### src/rtl/cut_vector_sequencer.sv
// Stores PODEM vectors for a full-adder CUT, applies them in order and counts response mismatches.
// Optional MISR signature of the captured responses is enabled with the CUT_MISR_EN macro.
module cut_vector_sequencer #(
    parameter int DEPTH      = 16,
    parameter int SETTLE_CYC = 1
) (
    input  logic                           clk,
    input  logic                           rst,
    input  logic                           load_valid,
    output logic                           load_ready,
    input  logic [4:0]                     load_vec,
    input  logic                           start,
    input  logic                           clear,
    output logic                           busy,
    output logic                           done,
    output logic                           cut_a,
    output logic                           cut_b,
    output logic                           cut_cin,
    input  logic                           cut_sum,
    input  logic                           cut_cout,
    output logic [$clog2(DEPTH+1)-1:0]     vec_count,
    output logic [$clog2(DEPTH+1)-1:0]     fail_count,
    output logic                           first_fail_vld,
`ifdef CUT_MISR_EN
    output logic [$clog2(DEPTH)-1:0]       first_fail_idx,
    output logic [7:0]                     signature
`else
    output logic [$clog2(DEPTH)-1:0]       first_fail_idx
`endif
);
    localparam int CW = $clog2(DEPTH + 1);
    localparam int IW = $clog2(DEPTH);
    localparam int SW = $clog2(SETTLE_CYC + 1);

    typedef enum logic [1:0] {S_IDLE, S_SETTLE, S_CAPTURE, S_DONE} state_t;

    state_t         state_q, state_d;
    logic [4:0]     mem [DEPTH];
    logic [CW-1:0]  vec_count_q, vec_count_d;
    logic [CW-1:0]  fail_q, fail_d;
    logic           ffv_q, ffv_d;
    logic [IW-1:0]  ffi_q, ffi_d;
    logic [IW-1:0]  idx_q, idx_d;
    logic [SW-1:0]  cnt_q, cnt_d;
    logic [2:0]     cut_q, cut_d;
    logic [1:0]     exp_q, exp_d;
`ifdef CUT_MISR_EN
    logic [7:0]     sig_q, sig_d;
`endif
    logic           wr_en;
    logic [IW-1:0]  rd_addr;
    logic [4:0]     rd_vec;
    logic           mismatch;

    // Next vector to drive: entry 0 on start, idx+1 when leaving CAPTURE.
    assign rd_addr  = (state_q == S_CAPTURE) ? idx_q + IW'(1) : '0;
    assign rd_vec   = mem[rd_addr];
    assign mismatch = ({cut_cout, cut_sum} != exp_q);

    always_comb begin
        state_d     = state_q;
        vec_count_d = vec_count_q;
        fail_d      = fail_q;
        ffv_d       = ffv_q;
        ffi_d       = ffi_q;
        idx_d       = idx_q;
        cnt_d       = cnt_q;
        cut_d       = cut_q;
        exp_d       = exp_q;
`ifdef CUT_MISR_EN
        sig_d       = sig_q;
`endif
        load_ready  = (state_q == S_IDLE) && (vec_count_q < CW'(DEPTH));
        wr_en       = 1'b0;
        case (state_q)
            S_IDLE, S_DONE: begin
                if (clear) begin
                    state_d     = S_IDLE;
                    vec_count_d = '0;
                    fail_d      = '0;
                    ffv_d       = 1'b0;
                    ffi_d       = '0;
                    idx_d       = '0;
`ifdef CUT_MISR_EN
                    sig_d       = 8'h00;
`endif
                end else if (load_valid && load_ready) begin
                    wr_en       = 1'b1;
                    vec_count_d = vec_count_q + CW'(1);
                end else if (start) begin
                    fail_d = '0;
                    ffv_d  = 1'b0;
                    ffi_d  = '0;
                    idx_d  = '0;
`ifdef CUT_MISR_EN
                    sig_d  = 8'h00;
`endif
                    if (vec_count_q == '0) begin
                        state_d = S_DONE;
                    end else begin
                        cut_d   = rd_vec[2:0];
                        exp_d   = rd_vec[4:3];
                        cnt_d   = SW'(SETTLE_CYC);
                        state_d = S_SETTLE;
                    end
                end
            end
            S_SETTLE: begin
                cnt_d = cnt_q - SW'(1);
                if (cnt_q == SW'(1)) begin
                    state_d = S_CAPTURE;
                end
            end
            S_CAPTURE: begin
                if (mismatch) begin
                    fail_d = fail_q + CW'(1);
                    if (!ffv_q) begin
                        ffv_d = 1'b1;
                        ffi_d = idx_q;
                    end
                end
`ifdef CUT_MISR_EN
                sig_d = {sig_q[6:0], 1'b0} ^ (sig_q[7] ? 8'h1D : 8'h00) ^ {6'b0, cut_cout, cut_sum};
`endif
                if (CW'(idx_q) == vec_count_q - CW'(1)) begin
                    state_d = S_DONE;
                end else begin
                    idx_d   = idx_q + IW'(1);
                    cut_d   = rd_vec[2:0];
                    exp_d   = rd_vec[4:3];
                    cnt_d   = SW'(SETTLE_CYC);
                    state_d = S_SETTLE;
                end
            end
            default: state_d = S_IDLE;
        endcase
    end

    always_ff @(posedge clk) begin
        if (rst) begin
            state_q     <= S_IDLE;
            vec_count_q <= '0;
            fail_q      <= '0;
            ffv_q       <= 1'b0;
            ffi_q       <= '0;
            idx_q       <= '0;
            cnt_q       <= '0;
            cut_q       <= '0;
            exp_q       <= '0;
`ifdef CUT_MISR_EN
            sig_q       <= 8'h00;
`endif
        end else begin
            state_q     <= state_d;
            vec_count_q <= vec_count_d;
            fail_q      <= fail_d;
            ffv_q       <= ffv_d;
            ffi_q       <= ffi_d;
            idx_q       <= idx_d;
            cnt_q       <= cnt_d;
            cut_q       <= cut_d;
            exp_q       <= exp_d;
`ifdef CUT_MISR_EN
            sig_q       <= sig_d;
`endif
        end
    end

    // Vector store has no reset; vec_count alone defines which entries are valid.
    always_ff @(posedge clk) begin
        if (wr_en) begin
            mem[vec_count_q[IW-1:0]] <= load_vec;
        end
    end

    assign busy           = (state_q == S_SETTLE) || (state_q == S_CAPTURE);
    assign done           = (state_q == S_DONE);
    assign cut_a          = cut_q[0];
    assign cut_b          = cut_q[1];
    assign cut_cin        = cut_q[2];
    assign vec_count      = vec_count_q;
    assign fail_count     = fail_q;
    assign first_fail_vld = ffv_q;
    assign first_fail_idx = ffi_q;
`ifdef CUT_MISR_EN
    assign signature      = sig_q;
`endif

endmodule

### config.mk
export PLATFORM = sky130hd
export DESIGN_NAME = cut_vector_sequencer
export DESIGN_NICKNAME = d
export VERILOG_FILES = /design/src/rtl/cut_vector_sequencer.sv
export SDC_FILE = /design/constraint.sdc
export NUM_CORES = 1
export LEC_CHECK = 0
export BUFFER_PORTS_ARGS = -buffer_cell sky130_fd_sc_hd__buf_2
export CORE_MARGIN = 2
export CORE_UTILIZATION = 35
export CTS_BUF_LIST = sky130_fd_sc_hd__clkbuf_16
export CTS_CLUSTER_DIAMETER = 30
export DETAILED_ROUTE_END_ITERATION = 8
export PLACE_DENSITY = 0.55
export RECOVER_POWER = 100
export SETUP_SLACK_MARGIN = 0.05
export SYNTH_ARGS = -nofsm -noshare
export SYNTH_HDL_FRONTEND = slang
export SYNTH_SLANG_ARGS = --single-unit
### constraint.sdc
create_clock -name clk -period 6.03 [get_ports clk]
set_input_delay 1.206 -clock clk [delete_from_list [all_inputs] [get_ports clk]]
set_output_delay 1.206 -clock clk [all_outputs]
set_load 0.02 [all_outputs]
## Word-level counts from Yosys, hierarchy flattened

Memory sizes are Yosys's and may differ from the RTL's.
Index checks and enable logic that the tools add are counted.

| word-level totals | value |
|---|---|
| register bits after elaboration | 27 |
| word-level logic and storage cells | 97 |
| input port bits | 12 |
| memories | 1 |
| bits in writable memories | 80 |
| output and inout port bits | 21 |

Memory list:

| memory | depth | width | rd ports | clocked after Yosys merged registers in | wr ports | RTL line | text |
|---|---|---|---|---|---|---|---|
| mem | 16 | 5 | 1 | 0 | 1 | 38 | `logic [4:0] mem [DEPTH];` |

| cells by class | value |
|---|---|
| add/subtract/negate cells | 5 |
| muxes and demuxes | 51 |
| reductions and logical operators | 15 |
| equal/unequal tests | 15 |
| magnitude comparators | 1 |

Operators with widths:

| operator | count |
|---|---|
| 5-bit two-way mux | 6 |
| 4-bit two-way mux | 7 |
| 2-bit two-way mux | 11 |
| 2-bit inequality test (second input constant) | 8 |
| 4-bit case mux with 2 select lines | 2 |
| 3-bit two-way mux | 5 |
| 1-bit two-way mux | 14 |
| 5-bit by 1-bit adder with 5-bit output (second input constant) | 2 |
| 5-bit case mux with 2 select lines | 1 |
| 5-bit AND reduction | 2 |
| 4-bit AND reduction | 2 |
| 3-bit inequality test (second input constant) | 2 |
| 2-bit case mux with 3 select lines | 1 |
| 3-bit case mux with 2 select lines | 1 |
| 6-bit AND reduction | 1 |
| 4-bit by 5-bit == test with 1-bit output | 1 |
| 5-bit zero test | 1 |
| 5-bit less-than comparator (second input constant) | 1 |
| 5-bit by 1-bit subtractor with 5-bit output (second input constant) | 1 |
| 4-bit by 1-bit adder with 4-bit output (second input constant) | 1 |
| 2-bit == test (second input constant) | 2 |
| 2-bit case mux with 2 select lines | 1 |
| 2-bit nonzero test | 2 |
| 1-bit case mux with 3 select lines | 1 |
| 10 further kinds | 11 |

## Longest topological paths before layout

Gate-level depths: netlist of run 1.

| depth | value |
|---|---|
| depth after elaboration | 8 |
| gate-level depth with buffers | 9 |
| depth with buffers taken out | 7 |

## Worst setup path after synthesis of run 1

Ideal clock, no wire load.

| timing path | value |
|---|---|
| path kind | input-to-reg |
| from | in load_valid |
| to | mem mem[0][0], enable pin |
| buffers on the path | 1 |
| cell stages on the path | 5 |
| required time | 5.656 ns |
| setup time | 0.374 ns |
| setup slack | 3.310 ns |
| arrival time | 2.346 ns |
| cell sequence | nand3b_1 nor3_1 clkbuf_1 nand2_1 nor3_1 |

| on the way | value |
|---|---|
| longest elaborated chain between the ends | 6 |

RTL lines:

| item | RTL line | text |
|---|---|---|
| start, declared | 9 | `input logic load_valid,` |
| 1-bit logical AND | 87 | `end else if (load_valid && load_ready) begin` |
| 1-bit two-way mux | 87 |  |
| 1-bit two-way mux | 77 | `if (clear) begin` |
| 1-bit two-way mux | 75 | `case (state_q)` |
| 1-bit two-way mux | 171 | `if (wr_en) begin` |
| 1-bit two-way mux (implied by the code) | 172 | `mem[vec_count_q[IW-1:0]] <= load_vec;` |
| end, declared | 38 |  |

No other way between the ends.

## Worst setup path after layout of run 1

| timing path | value |
|---|---|
| from | reg vec_count_q[0], in the netlist vec_count[0] |
| to | reg cut_q[2] |

| on the way | value |
|---|---|
| longest elaborated chain between the ends | 5 |
| elaborated cells on any way between the ends | 10 |
| those cells by class | add/sub (1); order compare (1); eq/ne (4); reduce/logical (4) |

RTL lines:

| item | RTL line | text |
|---|---|---|
| start, declared | 39 | `logic [CW-1:0] vec_count_q, vec_count_d;` |
| start signal, assigned | 155 | `vec_count_q <= vec_count_d;` |
| branches (longest 4 deep; another with 5-bit by 1-bit subtractor with 5-bit output) | -- |  |
| 6-bit AND reduction (no line) * | -- |  |
| end signal, assigned | 161 | `cut_q <= cut_d;` |
| end, declared | 45 | `logic [2:0] cut_q, cut_d;` |

Mark *: on every way between the ends.
A chain may end at the register's enable or synchronous reset.

==> impl_metrics.ini, run 1 <==
[status]
status = complete, no violations

[worst_setup_path]
critPathArrivalTime_ns = 3.29
crit_type = reg -> reg
critPathRequiredTime_ns = 6.27
cp-end-kind = flip-flop
critPathMaxFanout = 10
startpoint_type = flip-flop

[power]
ir_worst_vdd_mv = 0.167
intPower_mw = 1.34
p_sw_share_pct = 29.4
p_clk_share_pct = 33.3
combPwrFrac_pct = 22.4
power_density_mw_per_mm2 = 364
p_switching_mw = 0.560
seqPwrFrac_pct = 44.3
leakagePower_nw = 1.65

[final_layout]
seqCellArea_mm2 = 0.00294
antennaDiodeCount = 0
final_core_util_pct = 39.9
final_common_cell = edfxtp_1
drive_gt1_share_pct = 9.16
final_nets = 400
area_growth_syn_to_layout_pct = 12.5
mostFrequentLayoutCells = edfxtp_1, nor2_1, clkbuf_1
nFillCells = 1266
multiInputGateArea_mm2 = 0.00156

[placement]
place_congestion = 0.798
hpwl_um = 7230
port_buffers = 32

[cts]
cts_tree = done
clockRootBuffer = clkbuf_16
cts.sinks = 107
postCtsHoldBufs = 0
numCtsBuffers = 9
post_cts_buffers = 0
htree_num_levels = 3
cts.clk_slew.worst_paths_ns = 0.08
clock_path_buffers = 2
clk_latency_ns = 0.35
post_cts_resized = 0

[logic_synthesis]
synth_top_area_share_pct = 51.6
syn_area_mm2 = 0.00465
synth_area_leaders = edfxtp_1, dfxtp_1, mux4_2
synth-edff-count = 80
synthArstFlopShare_pct = 0
avgSynthCellArea_um2 = 13.3
syn-instance-count = 349
seq_area_frac_synth_pct = 63.2
yosysWarningCount = 0
synth_top_cell_by_area = edfxtp_1
synthesis.nets = 372
synth_cell_type_count = 48
ys_ff_latch = 107
ys.flop_type = edfxtp_1

[global_route]
grt_pass1_wl_um = 16200
antenna_found_initial = 0
grt_pass1_vias = 2955
grt.total_usage_pct = 15.1
grt_max_degree = 27
grt_remaining_overflow = 0

[drt]
dr.pass1.iters = 4
antenna_left = 0
via_count = 2970
vias_per_cell = 5.32
wl_per_cell_um = 18.6
drcViolationCount = 0
wirelength_um = 10400
first_iter_violations = 313

[timing]
slew_headroom_pct = 30.8
fin_crit_ns = 3.05
setup_tns_ns = 0
rsz0062_at_grt = no
worstMarginPinSlew_ns = 1.03
fmax_ghz = 0.328
fin_crit_sh_pct = 50.5
setup_viol = 0
hold_viol_final = 0
hold_slack_ns = 0.489
drv_slew = 0
clock-skew-final_ns = 0.0101

[job]
cap_violations = 0

[floorplanning]
fp.coreArea_mm2 = 0.0131
die_y_um = 119
die_area_mm2 = 0.0142
initial_core_util_pct = 35.4
rows = 42
die_x_um = 119
ios = 33

[worst_hold_path]
hp-class = reg -> reg
==> per-stage QoR <==
stage	area (µm²)	cells	setup WS, ns	power [mW]
final	5240	558	2.98	1.90
after global routing	5240	558	2.77	1.99
after CTS	5300	558	3.21	1.93
after detailed placement	4970	542	3.20	1.30
after global placement	4970	542	3.22	1.29
after floorplan	4650	349	3.31	1.18
==> kinds of logic (layout without fill, tap and decap cells) <==
kind of cell | count (synthesis) | after routing | synth area share (%)
simple gates | 91 | 91 | 9.60
buf+inv | 28 | 61 | 2.72
flops | 107 | 107 | 63.2
mux | 16 | 16 | 6.16
compound gates | 88 | 88 | 13.8
fa+ha+maj | 11 | 11 | 2.96
xor+xnor | 8 | 8 | 1.51
==> critical path, cell delays in order (launching register included) <==
cell	delay, ns
dfxtp_1	0.53
inv_1	0.14
ha_1	0.28
o21ba_1	0.19
a221o_1	0.37
a211oi_1	0.84
nor3b_1	0.27
a32o_1	0.32
==> routing by layer <==
| layer | part of all wire (%) | track usage (%) |
|---|---|---|
| met4 | 1.4 | 4.78 |
| met1 | 45 | 19.5 |
| met2 | 49 | 25.4 |
| met3 | 4.5 | 3.26 |
| met5 | 0 | 0 |
==> registers in the layout, summed over array words and instances (netlist names), 2 cells and up <==
name	cells
idx_q	4
first_fail_idx	4
fail_count	5
vec_count	5
cut_q	3
exp_q	2
state_q	2
mem	80
==> cell usage after synthesis (4+ instances only) <==
cell type	n
edfxtp_1	80
nor2_1	28
dfxtp_1	27
o21ai_0	20
a21oi_1	16
nand2_1	16
nor3_1	13
ha_1	11
mux4_2	10
inv_1	9
nand3_1	9
buf_2	8
clkbuf_1	8
a32o_1	6
o22ai_1	6
a221o_1	5
a22oi_1	5
a2bb2oi_1	5
mux2i_1	5
nand3b_1	5
o221ai_1	5
o22a_1	5
xnor2_1	5
nand2b_1	4
nor2b_1	4
==> final cells by class <==
class                      count  share of cell area (%)
tap                          176                    4.21
clock inverter                 7                    1.91
inverter                       9                   0.645
clock buffer                   9                    4.30
multi-input combinational    214                    29.8
sequential                   107                    56.2
timing repair buffer          36                    2.92
==> power by group through the flow <==
stage / Sequential [mW] / Clock, mW / Combinational, mW
6_report: 0.843 / 0.634 / 0.427
4_1_cts: 0.843 / 0.643 / 0.439
2_1_floorplan: 0.863 / 0 / 0.321
5_1_grt: 0.848 / 0.668 / 0.470
3_5_place_dp: 0.860 / 0 / 0.438
3_3_place_gp: 0.859 / 0 / 0.435
==> worst paths after layout <==
path                                 endpoint          start  cells after the start  slack [ns]
worst min register to register  fail_count[4]  fail_count[4]                      2        0.49
worst max-delay path                 cut_q[2]   vec_count[0]                      7        2.98
worst min-delay path            fail_count[4]  fail_count[4]                      2        0.49
worst max register to register       cut_q[2]   vec_count[0]                      7        2.98
Note: power is estimated with default switching activity, not from simulation.
==> inputs of run 2 (changes only) <==
Settings changed: ABC_AREA set to 1.
Clock period 6.03 ns to 2.9 ns, I/O delays scaled along.
==> impl_metrics.ini, run 2 <==
[global_route]
grt_remaining_overflow = 0
grt.total_usage_pct = 15.2
antenna_found_initial = 0
grt_pass1_vias = 3645
grt_pass1_wl_um = 18600
grt_max_degree = 42

[drt]
antenna_left = 0
drcViolationCount = 0
route.met2.wl_um = 5420
highest_layer = met4
wl_met3_um = 444
vias_per_cell = 4.76
dr.pass1.iters = 5
routedLengthMet1_um = 5500
first_iter_violations = 258
wirelength_um = 11600
via_count = 3776
wl_per_cell_um = 14.6

[cts]
cts.sinks = 107
post_cts_buffers = 0
post_cts_resized = 0
cts.clk_slew.worst_paths_ns = 0.07
clock_path_buffers = 2
postCtsHoldBufs = 0
clockRootBuffer = clkbuf_16
cts_tree = done
htree_num_levels = 3
numCtsBuffers = 9
clk_latency_ns = 0.35

[power]
power_density_mw_per_mm2 = 772
leakagePower_nw = 2.32
p_clk_share_pct = 25.9
p_switching_mw = 1.63
ir_worst_vdd_mv = 0.376
fin_total_pwr_mw = 4.33
seqPwrFrac_pct = 41.3
combPwrFrac_pct = 32.8
intPower_mw = 2.70
p_sw_share_pct = 37.6

[timing]
rsz0062_at_grt = no
fin_crit_sh_pct = 82.3
fmax_ghz = 0.419
setup_viol = 0
setup_tns_ns = 0
slew_headroom_pct = 35.4
drv_slew = 0
worstMarginPinSlew_ns = 0.969
fin_crit_ns = 2.39
hold_viol_final = 0
clock-skew-final_ns = 0.00857

[logic_synthesis]
synth_top_area_share_pct = 47.2
synth_top_cell_by_area = edfxtp_1
synthesis.nets = 600
synth_area_leaders = edfxtp_1, nand2_1, dfxtp_1
synthArstFlopShare_pct = 0
syn_area_mm2 = 0.00509
yosysMostFrequentCell = nand2_1
avgSynthCellArea_um2 = 8.83
yosysWarningCount = 0
synth_cell_type_count = 30
yosys-top-cells-count = nand2_1, edfxtp_1, inv_1, nand3_1, nor2_1
ys_ff_latch = 107
syn-instance-count = 577
ys.flop_type = edfxtp_1
seq_area_frac_synth_pct = 57.8
synth-edff-count = 80

[worst_setup_path]
critPathMaxFanout = 17
critPathRequiredTime_ns = 3.12
startpoint_type = flip-flop
crit_type = reg -> reg
critPathArrivalTime_ns = 2.60
cp-end-kind = flip-flop

[final_layout]
final_area_mm2 = 0.00561
seqCellArea_mm2 = 0.00294
final_common_cell = nand2_1
nFillCells = 1453
drive_gt1_share_pct = 5.75
largest_reg_flops = 80
mostFrequentLayoutCells = nand2_1, inv_1, edfxtp_1
multiInputGateArea_mm2 = 0.00169
final_cells = 793
antennaDiodeCount = 0
final_nets = 627
area_growth_syn_to_layout_pct = 10.0

[placement]
dp.cells = 777
place_congestion = 0.790
hpwl_um = 8010
port_buffers = 32
place_area_mm2 = 0.00539

[floorplanning]
die_y_um = 125
rows = 44
die_area_mm2 = 0.0155
die_x_um = 125
initial_core_util_pct = 35.5
ios = 33
fp.coreArea_mm2 = 0.0144

[worst_hold_path]
hp-class = reg -> reg

[job]
cap_violations = 0

[status]
status = complete, no violations
## run 2: logic make-up after synthesis
kind of cell / after synthesis / synth area share [%]
AND/OR/NAND/NOR: 312 / 26.2
AO/OA/AOI/OAI: 38 / 3.83
adder cells (fa/ha/maj): 11 / 2.70
XOR/XNOR: 5 / 0.859
flip-flops: 107 / 57.8
buffers and inverters: 104 / 8.64
## run 2: layout make-up
cell class | count | area share, %
Sequential cell | 107 | 52.5
Multi-Input combinational cell | 366 | 30.2
Inverter | 84 | 5.65
Tap cell | 184 | 4.11
Clock buffer | 9 | 4.02
Timing Repair Buffer | 36 | 2.81
Clock inverter | 7 | 0.759
## run 2: path summary, 6_finish.rpt
kind                          start                 to  slack [ns]  depth (start not counted)
setup / recovery         state_q[0]  first_fail_idx[1]        0.51                         10
hold / removal    first_fail_idx[3]  first_fail_idx[3]        0.47                          2
setup reg to reg         state_q[0]  first_fail_idx[1]        0.51                         10
hold reg to reg   first_fail_idx[3]  first_fail_idx[3]        0.47                          2
## run 2: worst max-delay path, stage by stage, from the launching register on
cell and delay, ns:
dfxtp_1 0.33, inv_1 0.11, ha_1 0.32, buf_4 0.27
nor2_1 0.08, clkinvlp_2 0.14, nand3_1 0.18, nor2_2 0.45
nand2_1 0.20, nand2_1 0.10, a21oi_1 0.07
## run 2: routing by layer
| metal | GRT usage [%] | up-vias |
|---|---|---|
| li1 | - | 1907 |
| met1 | 20.1 | 1755 |
| met2 | 25.2 | 95 |
| met3 | 2.19 | 19 |
| met4 | 6.41 | 0 |
| met5 | 0 | - |
## run 2: stage by stage
| stage | util [%] | hold WS (ns) | setup WS [ns] |
|---|---|---|---|
| floorplan | - | 0.452 | 0.917 |
| global placement | 37.5 | 0.452 | 0.745 |
| detailed placement | 37.5 | 0.458 | 0.669 |
| CTS | 39.4 | 0.469 | 0.656 |
| global route | 39.0 | 0.507 | 0.363 |
| finish | 39.0 | 0.466 | 0.515 |
## run 2: power groups by stage
| stage | Combinational [mW] | Sequential, mW | Clock, mW |
|---|---|---|---|
| 6_report | 1.42 | 1.79 | 1.12 |
| 3_3_place_gp | 1.43 | 1.82 | 0 |
| 4_1_cts | 1.45 | 1.79 | 1.14 |
| 2_1_floorplan | 1.13 | 1.84 | 0 |
| 5_1_grt | 1.59 | 1.80 | 1.20 |
| 3_5_place_dp | 1.45 | 1.82 | 0 |
==> inputs of run 3 (changes only) <==
Settings changed: ABC_AREA 1 to 0, PLACE_DENSITY 0.55 to 0.57.
Clock period 2.9 ns to 2.07 ns, I/O delays scaled along.
==> impl_metrics.ini, run 3 (same netlist as run 1, synthesis figures left out) <==
[worst_setup_path]
max_stage_delay_ns = 0.40
worstPathCellList = buf_6 > nor2b_4 > buf_12 > clkbuf_16 > o221ai_1 > o21ai_1 > o22a_1 > a32o_1
startpoint_type = flip-flop
r2r-start = idx_q[0]
crit_type = reg -> reg
critPathMaxFanout = 25
cp-end-kind = flip-flop
critPathArrivalTime_ns = 2.21
cpMaxStageDelayCell = dfxtp_1
crit_start = idx_q[0]
critPathRequiredTime_ns = 2.31

[cts]
postCtsHoldBufs = 0
clk_latency_ns = 0.34
htree_num_levels = 3
numCtsBuffers = 9
cts.sinks = 107
clockRootBuffer = clkbuf_16
cts.clk_slew.worst_paths_ns = 0.07
cts_tree = done
clock_path_buffers = 2

[power]
ir_worst_vdd_mv = 0.502
power_density_mw_per_mm2 = 1020
leakagePower_nw = 1.80

[worst_hold_path]
hp-start = clear
hp-class = in -> reg

[global_route]
grt_pass1_vias = 3071
grt.total_usage_pct = 16.2
grt_pass1_wl_um = 17400
antenna_found_initial = 0
grt_remaining_overflow = 0
grt_max_degree = 26

[drt]
vias_per_cell = 5.35
via_count = 3101
wl_per_cell_um = 19.3
wirelength_um = 11200
drcViolationCount = 0
first_iter_violations = 219
antenna_left = 0
dr.pass1.iters = 4

[timing]
setup_viol = 0
rsz0062_at_grt = yes
slew_headroom_pct = 44.2
hold_viol_final = 0
clock-skew-final_ns = 0.0100
fin_crit_sh_pct = 95.4
worst_slack_ns = 0.0949
drv_slew = 0
fmax_ghz = 0.506
worstMarginPinSlew_ns = 0.837
fin_crit_ns = 1.98
setup_tns_ns = 0

[placement]
hpwl_um = 7770
dp.cells = 559
port_buffers = 32
place_congestion = 0.863
pre_cts_slack_ns = -0.0427

[floorplanning]
die_area_mm2 = 0.0142
die_y_um = 119
rows = 42
initial_core_util_pct = 35.4
die_x_um = 119
ios = 33
fp.coreArea_mm2 = 0.0131

[final_layout]
final_cells = 580
drive_gt1_share_pct = 24.5
antennaDiodeCount = 0
mostFrequentLayoutCells = edfxtp_1, clkbuf_1, dfxtp_1
largest_reg_flops = 80
area_growth_syn_to_layout_pct = 20.8
final_common_cell = edfxtp_1
final_nets = 422

[status]
status = complete, no violations

[job]
cap_violations = 0
==> run 3: changes by cell type in the layout (fill, tap and decap cells not counted), moves of 32 or more <==
cell     delta
nand2_1   -160
nand3_1    -67
inv_1      -76
nor2_1     -32
==> run 3: metrics by stage <==
stage	power, mW	utilization, %	instance area, µm²	hold slack [ns]
final	5.73	42.8	5620	0.478
after global routing	5.98	42.8	5620	0.510
after CTS	5.63	42.4	5570	0.457
after detailed placement	3.92	39.7	5220	0.499
after global placement	3.90	39.7	5220	0.482
after floorplan	3.50	-	4770	0.463
==> run 3: worst max-delay path: cells and delay by family (launching register included) <==
family,cells,cell delay [ns]
buf+inv,3,0.54
simple gates,1,0.09
flops,1,0.40
compound gates,4,0.84
==> run 3: layout make-up <==
cell class	instances	area, µm²
Tap cell	176	220
Multi-Input combinational cell	214	1740
Inverter	9	37.5
Clock inverter	6	42.5
Fill cell	1233	7520
Clock buffer	10	250
Timing Repair Buffer	58	378
Sequential cell	107	2950
==> run 3: power by group <==
group          internal [mW]  switching, mW
Combinational          0.680          0.903
Sequential              2.39         0.0710
Clock                  0.899          0.781
Total                   3.97           1.76
==> run 3: worst paths after layout <==
kind	end	slack, ns	depth (start not counted)
max	exp_q[1]	0.09	8
max reg2reg	exp_q[1]	0.09	8
min	state_q[1]	0.48	3
min reg2reg	cut_q[2]	0.50	1
==> run 3: repair_timing <==
item	4_1_cts	5_1_grt
setup buffers	2	2
pin swaps	4	13
cloned	0	1
resized for setup	12	18
endpoints found under the setup margin	42	67
==> run 3: routing by layer <==
metal	share of wire (%)	track usage, %
met1	45	22.0
met5	0	0
met3	5.6	3.21
met2	48	26.0
met4	2.2	5.37
